`src/rtl/temp_sample_seq.sv`:
```
// Periodic temperature sampling sequencer: requests a sensor reading, converts it to
// display nibbles with a serial double-dabble engine, and tracks alarm and timeout status.
module temp_sample_seq #(
   parameter int unsigned PERIOD  = 50_000_000,
   parameter int unsigned TIMEOUT = 60_000_000,
   parameter int unsigned ALM_HI  = 28,
   parameter int unsigned ALM_LO  = 26
) (
   input  logic        sys_clk,
   input  logic        sys_rst_n,
   output logic        conv_req,
   input  logic        drv_done,
   input  logic [15:0] drv_data,
   output logic [23:0] dis_data,
   output logic        dis_valid,
   output logic        en,
   output logic        err
);

   localparam int unsigned PW     = (PERIOD > 1) ? $clog2(PERIOD) : 1;
   localparam int unsigned TW     = (TIMEOUT > 1) ? $clog2(TIMEOUT) : 1;
   localparam int unsigned BINW   = 21;
   localparam int unsigned BCDW   = 28;
   localparam int unsigned ITW    = 5;
   localparam int unsigned DEGW   = 7;

   typedef enum logic [2:0] {
      IDLE = 3'd0,
      REQ  = 3'd1,
      WAIT = 3'd2,
      CALC = 3'd3,
      OUT  = 3'd4
   } state_t;

   state_t            state;
   logic [PW-1:0]     per_cnt;
   logic [TW-1:0]     to_cnt;
   logic [ITW-1:0]    it_cnt;
   logic              sign_q;
   logic [DEGW-1:0]   deg_q;
   logic [BINW-1:0]   shift_q;
   logic [BCDW-1:0]   bcd_q;
   logic [BCDW-1:0]   bcd_adj;
   logic              drv_unused;

   // Upper reading bits carry no information for this block.
   assign drv_unused = ^drv_data[15:12];

   // Add-3 correction applied to every BCD digit before each shift.
   always_comb begin
      bcd_adj = bcd_q;
      for (int i = 0; i < 7; i++) begin
         if (bcd_q[4*i +: 4] >= 4'd5) begin
            bcd_adj[4*i +: 4] = bcd_q[4*i +: 4] + 4'd3;
         end
      end
   end

   // Sequencer: period timer, request/wait with timeout, serial conversion, output update.
   always_ff @(posedge sys_clk or negedge sys_rst_n) begin
      if (!sys_rst_n) begin
         state     <= IDLE;
         per_cnt   <= '0;   // zero so the first request follows reset release directly
         to_cnt    <= '0;
         it_cnt    <= '0;
         sign_q    <= 1'b0;
         deg_q     <= '0;
         shift_q   <= '0;
         bcd_q     <= '0;
         conv_req  <= 1'b0;
         dis_data  <= 24'hA00000;
         dis_valid <= 1'b0;
         en        <= 1'b0;
         err       <= 1'b0;
      end else begin
         conv_req  <= 1'b0;
         dis_valid <= 1'b0;
         case (state)
            IDLE: begin
               if (per_cnt == '0) begin
                  per_cnt  <= PW'(PERIOD - 1);
                  conv_req <= 1'b1;
                  state    <= REQ;
               end else begin
                  per_cnt <= per_cnt - PW'(1);
               end
            end
            REQ: begin
               to_cnt <= '0;
               state  <= WAIT;
            end
            WAIT: begin
               if (drv_done) begin
                  sign_q  <= drv_data[11];
                  deg_q   <= drv_data[10:4];
                  // Magnitude in 1e-4 degree units: 1/16 degC = 625e-4 degC.
                  shift_q <= BINW'(drv_data[10:0]) * BINW'(625);
                  bcd_q   <= '0;
                  it_cnt  <= '0;
                  state   <= CALC;
               end else if (to_cnt == TW'(TIMEOUT - 1)) begin
                  err   <= 1'b1;
                  state <= IDLE;
               end else begin
                  to_cnt <= to_cnt + TW'(1);
               end
            end
            CALC: begin
               bcd_q   <= BCDW'({bcd_adj, shift_q[BINW-1]});
               shift_q <= {shift_q[BINW-2:0], 1'b0};
               it_cnt  <= it_cnt + ITW'(1);
               if (it_cnt == ITW'(BINW - 1)) begin
                  state <= OUT;
               end
            end
            OUT: begin
               dis_data  <= {(sign_q ? 4'hB : 4'hA), bcd_q[23:4]};
               dis_valid <= 1'b1;
               err       <= 1'b0;
               if (sign_q) begin
                  en <= 1'b0;
               end else if (deg_q >= DEGW'(ALM_HI)) begin
                  en <= 1'b1;
               end else if (deg_q < DEGW'(ALM_LO)) begin
                  en <= 1'b0;
               end
               state <= IDLE;
            end
            default: begin
               state <= IDLE;
            end
         endcase
      end
   end

endmodule
```
`config.mk`:
```
export PLATFORM = sky130hd
export DESIGN_NAME = temp_sample_seq
export DESIGN_NICKNAME = d
export VERILOG_FILES = /design/src/rtl/temp_sample_seq.sv
export SDC_FILE = /design/constraint.sdc
export NUM_CORES = 1
export LEC_CHECK = 0
export ABC_CLOCK_PERIOD_IN_PS = 3100
export BUFFER_PORTS_ARGS = -buffer_cell sky130_fd_sc_hd__buf_2
export CAP_MARGIN = 20
export CORE_MARGIN = 3
export CORE_UTILIZATION = 51
export DETAILED_ROUTE_END_ITERATION = 10
export GPL_TIMING_DRIVEN = 1
export PLACE_DENSITY = 0.72
export RECOVER_POWER = 50
export SYNTH_ARGS = -nofsm -noshare
export SYNTH_HDL_FRONTEND = slang
export SYNTH_SLANG_ARGS = --single-unit
```
`constraint.sdc`:
```
create_clock -name sys_clk -period 3.1 [get_ports sys_clk]
set_input_delay 0.31 -clock sys_clk [delete_from_list [all_inputs] [get_ports sys_clk]]
set_output_delay 0.31 -clock sys_clk [all_outputs]
set_load 0.005 [all_outputs]
```
# --- Word-level counts from Yosys, hierarchy flattened ---
# Index checks and enable logic that the tools add are counted.
classes:
  addsub: 10
  n_mul: 1
  n_lt_le_gt_ge: 9
  n_eq_ne: 13
  muxes: 32
  n_reduce_logical: 12
ops:
  columns: ["op", "count"]
  rows:
  - ["$mux W26", 3]
  - ["$pmux W28 S2", 1]
  - ["$pmux W26 S2", 1]
  - ["$pmux W21 S2", 1]
  - ["$ge A4 B3 Y1 const B", 7]
  - ["$mux W28", 1]
  - ["$add A26 B1 Y26 const B", 1]
  - ["$eq A26 B26 Y1 const B", 1]
  - ["$logic_not A26 Y1", 1]
  - ["$sub A26 B1 Y26 const B", 1]
  - ["$add A4 B2 Y4 const B", 6]
  - ["$mux W4", 6]
  - ["$mul A11 B10 Y21 const B", 1]
  - ["$mux W21", 1]
  - ["$mux W3", 5]
  - ["$ne A2 B2 Y1 const B", 6]
  - ["$pmux W3 S4", 1]
  - ["$pmux W5 S2", 1]
  - ["$mux W1", 9]
  - ["$reduce_and A3 Y1", 3]
  - ["$ge A7 B5 Y1 const B", 1]
  - ["$lt A7 B5 Y1 const B", 1]
  - ["$eq A3 B2 Y1 const B", 2]
  - ["$reduce_and A2 Y1", 3]
  - ["other kinds (11)", 13]
totals:
  regBits: 145
  in_bits: 19
  output_inout_bits: 28
  wordCells: 90

# --- Longest topological paths before layout ---
depth:
  word_depth: 4
  ltp_mapped: 18
  ltp_nobuf: 18

# --- Worst setup path before layout ---
# Ideal clock, no wire load.
synth_path:
  path_kind: "input port to flip-flop"
  start: "in drv_data[4]"
  end: "reg shift_q[19]"
  setup_ps: 71
  arrival_ps: 4023
  required_ps: 3029
  path_slack_ps: -994
  path_stages: 18
  path_buffers: 0
  cell_sequence: "inv_1 > fa_1 > inv_1 > ha_1 > inv_1 > fa_1 > inv_1 > ha_1 > inv_1 > fa_1 > inv_1 > ha_1 > o21a_1 > o21ai_0 > a32oi_1 > a31oi_1 > or4_1 > nand4_1"
synth_via:
  elab_chain_len: 3
synth_lines:
  columns: ["item", "line_no", "rtl"]
  rows:
  - ["from (decl)", "13", "input logic [15:0] drv_data,"]
  - ["$mul A11 B10 Y21", "97", "shift_q <= BINW'(drv_data[10:0]) * BINW'(625);"]
  - ["$mux W21", "93", "if (drv_done) begin"]
  - ["$pmux W21 S2", "78", "case (state)"]
  - ["to (signal assigned)", "97", null]
  - ["to (signal assigned)", "110", "shift_q <= {shift_q[BINW-2:0], 1'b0};"]
  - ["to (decl)", "41", "logic [BINW-1:0] shift_q;"]
# Every way passes these cells. The select of a mux whose other input is x is not followed.
# A chain may end at the register's enable or synchronous reset.

# --- Worst setup path in the final report ---
layout_path:
  start: "in drv_data[5]"
  end: "reg shift_q[19]"
# Same word-level chain as after synthesis.

==> impl_metrics.tcl <==
set metrics [dict create \
    status "finished with violations" \
    violations "max-capacitance violations, max-slew violations, negative setup slack" \
    hp-class "in2reg" \
    slew_headroom_pct -27.2 \
    nets 1030 \
    ys_ff_latch 137 \
    yosysWarningCount 0 \
    max_stage_delay_ns 0.56 \
    pin_count 47 \
    wl_per_cell_um 15.3 \
    finalInstanceArea_um2 10000 \
    fin_crit_ns 3.70 \
    post-route-util_pct 64.8 \
    crit_slowest_cell "fa_1" \
    die_area_um2 17700 \
    synth_top_cell_by_area "dfrtp_1" \
    vias 6167 \
    dp_slack_ns -1.11 \
    cts_max_path_buffers 2 \
    clock_skew_ns 0.00838 \
    p_leak_nw 4.74 \
    crit_path_cell_trace "buf_8, inv_6, fa_1, inv_2, ha_4, inv_2, fa_1, inv_1, ha_1, inv_1, fa_1, inv_2, ha_4, o21a_1, o21ai_2, a32oi_2, a31oi_2, or4_1, nand4_1" \
    synth_cell_types 64 \
    netSwitchingFraction_pct 38.8 \
    postSynthCellCount 825 \
    required_ns 3.45 \
    worst-path-buf-inv 7 \
    max_cap_viol_count 1 \
    final_common_cell "dfrtp_1" \
    p_per_area_nw_per_um2 846 \
    drtAntennaViolNets 0 \
    seq_power_share_pct 31.7 \
    synth_area_um2 8220 \
    min_period_over_period_pct 119 \
    synth_edf_count 0 \
    post_dp_cell_area_um2 9070 \
    die_w_um 133 \
    internal-power_mw 5.19 \
    setup_viol 11 \
    rsz0062_at_grt "yes" \
    grt_pass1_wl_um 29700 \
    critPathLaunchType "input port" \
    num_rows 45 \
    clkSinkCount 137 \
    area_delta_synth_final_pct 22.1 \
    drtIter0Drc 394 \
    critPathKind "in2reg" \
    grt_antenna_before_repair 0 \
    place.gp.congestion 0.817 \
    root_buffer "clkbuf_16" \
    ir_drop_mv 0.519 \
    die_y_um 133 \
    drive_gt1_share_pct 22.0 \
    core_um2 15500 \
    track_usage_pct 20.1 \
    clk_latency_ns 0.42 \
    yosysSeqAreaShare_pct 41.7 \
    via_per_inst 5.39 \
    grt_max_degree 79 \
    cts_tree "built" \
    numPortBuffers 39 \
    htree_levels 4 \
    synth_area_per_cell_um2 9.96 \
    async_reset_ff_share_pct 100 \
    cts_buffers 17 \
    gr-total-overflow 0 \
    hold_viol_final 0 \
    mostFrequentLayoutCells "dfrtp_1, nand2_1, inv_1" \
    fillCellCount 1205 \
    clkPwrFrac_pct 24.2 \
    first_global_vias 6235 \
    worstPathMaxFanout 3 \
    combPwrFrac_pct 44.1 \
    clk_pin_slew_ns 0.06 \
    synth_ff_type "dfrtp_1" \
    p_switching_mw 3.30 \
    worstMarginPinSlew_ns 1.91 \
    drt_wl_total_um 17500 \
    drt_first_pass_iters 5 \
    drc 0 \
    antenna_cells 0 \
    finalWorstSetupSlack_ns -0.596 \
    fmax_mhz 271 \
    place_hpwl_um 11900 \
    initial_utilization_pct 53.1 \
    synth.top_cell.area_share_pct 41.7 \
    critPathCaptureType "flip-flop" \
    final-max-slew-violation-count 79 \
    critPathTopFamily "adder cells" \
    synthTopCellsByArea "dfrtp_1, ha_1, fa_1" \
    crit_arrival_ns 4.04 \
]
power by group through the flow:
| stage | clock network [mW] | logic (mW) | registers, mW |
|---|---|---|---|
| detailed placement | 0 | 3.06 | 2.70 |
| finish | 2.05 | 3.74 | 2.69 |
| global route | 2.18 | 4.14 | 2.76 |
| floorplan | 0 | 2.24 | 2.56 |
| global placement | 0 | 2.98 | 2.69 |
| CTS | 2.08 | 3.51 | 2.69 |
registers in the layout (all words and copies together) (netlist names):
| name | cells |
|---|---|
| bcd_q | 24 |
| err | 1 |
| per_cnt | 26 |
| it_cnt | 5 |
| to_cnt | 26 |
| state | 3 |
| en | 1 |
| shift_q | 21 |
| dis_valid | 1 |
| sign_q | 1 |
| conv_req | 1 |
| dis_data | 21 |
| deg_q | 6 |
logic make-up after synthesis:
group	after synthesis	synth area share, %
simple gates	239	15.4
compound gates	157	11.9
flops	137	41.7
buf+inv	113	5.37
fa+ha+maj	91	15.7
xor+xnor	64	6.82
mux	22	3.01
other cells	2	0.0914
through the flow:
step / power, mW / TNS [ns] / cells / hold WS (ns)
after floorplan: 4.81 / -6.74 / 826 / 0.0144
after detailed placement: 5.76 / -10.67 / 1104 / 0.391
after global placement: 5.67 / -9.99 / 1104 / 0.396
final: 8.49 / -5.12 / 1144 / 0.0914
after CTS: 8.28 / -4.00 / 1142 / 0.0783
after global routing: 9.08 / -7.10 / 1144 / 0.0833
layer usage:
layer	track usage, %	up-vias	wire length, µm
met5	0	-	0
met4	5.08	0	211
met3	4.07	17	427
met2	33.3	86	8740
met1	27.3	3029	8130
li1	-	3035	-
worst register-to-register path, delay by kind of cell, from the launching register on:
family                 cells  cell delay [ns]
AOI/OAI and AO/OA          1             0.18
buffers and inverters      2             1.24
DFF                        1             0.58
and+or+nand+nor            2             0.89
timing repair:
| item | CTS | global route |
|---|---|---|
| setup endpoints to repair | 11 | 11 |
| pin swaps | 29 | 13 |
| buffers inserted | 6 | 1 |
| resized for setup | 58 | 11 |
| hold buffers | 1 | 0 |
| endpoints found under the hold margin | 76 | 0 |
| gates cloned | 0 | 0 |
worst paths after layout:
| check | start | end | slack [ns] | depth (start not counted) |
|---|---|---|---|---|
| worst max-delay path | drv_data[5] | shift_q[19] | -0.60 | 19 |
| worst min-delay path | drv_data[11] | sign_q | 0.09 | 3 |
| worst max register to register | state[2] | bcd_q[13] | 0.11 | 5 |
| worst min register to register | sign_q | en | 0.48 | 1 |
| max in group asynchronous | sys_rst_n | sign_q | 0.60 | 3 |
| min in group asynchronous | sys_rst_n | per_cnt[14] | 0.95 | 2 |
synthesized netlist by cell type, types with 4 or more instances:
| cell | instances |
|---|---|
| a211oi_1 | 5 |
| a21o_1 | 6 |
| a21oi_1 | 35 |
| a22oi_1 | 18 |
| a32o_1 | 6 |
| and3_1 | 4 |
| and4_1 | 4 |
| buf_2 | 5 |
| clkbuf_1 | 19 |
| dfrtp_1 | 137 |
| fa_1 | 20 |
| ha_1 | 71 |
| inv_1 | 83 |
| mux2_2 | 22 |
| nand2_1 | 73 |
| nand2b_1 | 11 |
| nand3_1 | 21 |
| nand3b_1 | 6 |
| nand4_1 | 16 |
| nor2_1 | 57 |
| nor3_1 | 11 |
| nor3b_1 | 5 |
| nor4_1 | 5 |
| o21ai_0 | 50 |
| o22ai_1 | 8 |
| o31ai_1 | 7 |
| o32ai_1 | 5 |
| xnor2_1 | 32 |
| xor2_1 | 32 |
area by class of cell:
class / instances / area [µm²] / share of cell area, %
well taps: 211 / 264 / 2.63
repair buffers: 104 / 724 / 7.22
clock buffers: 18 / 439 / 4.38
clock inverters: 14 / 163 / 1.62
inverters: 84 / 320 / 3.19
flip-flops and latches: 137 / 3430 / 34.2
multi-input cells: 576 / 4700 / 46.8
No activity file was read; power rests on OpenSTA's default activity.
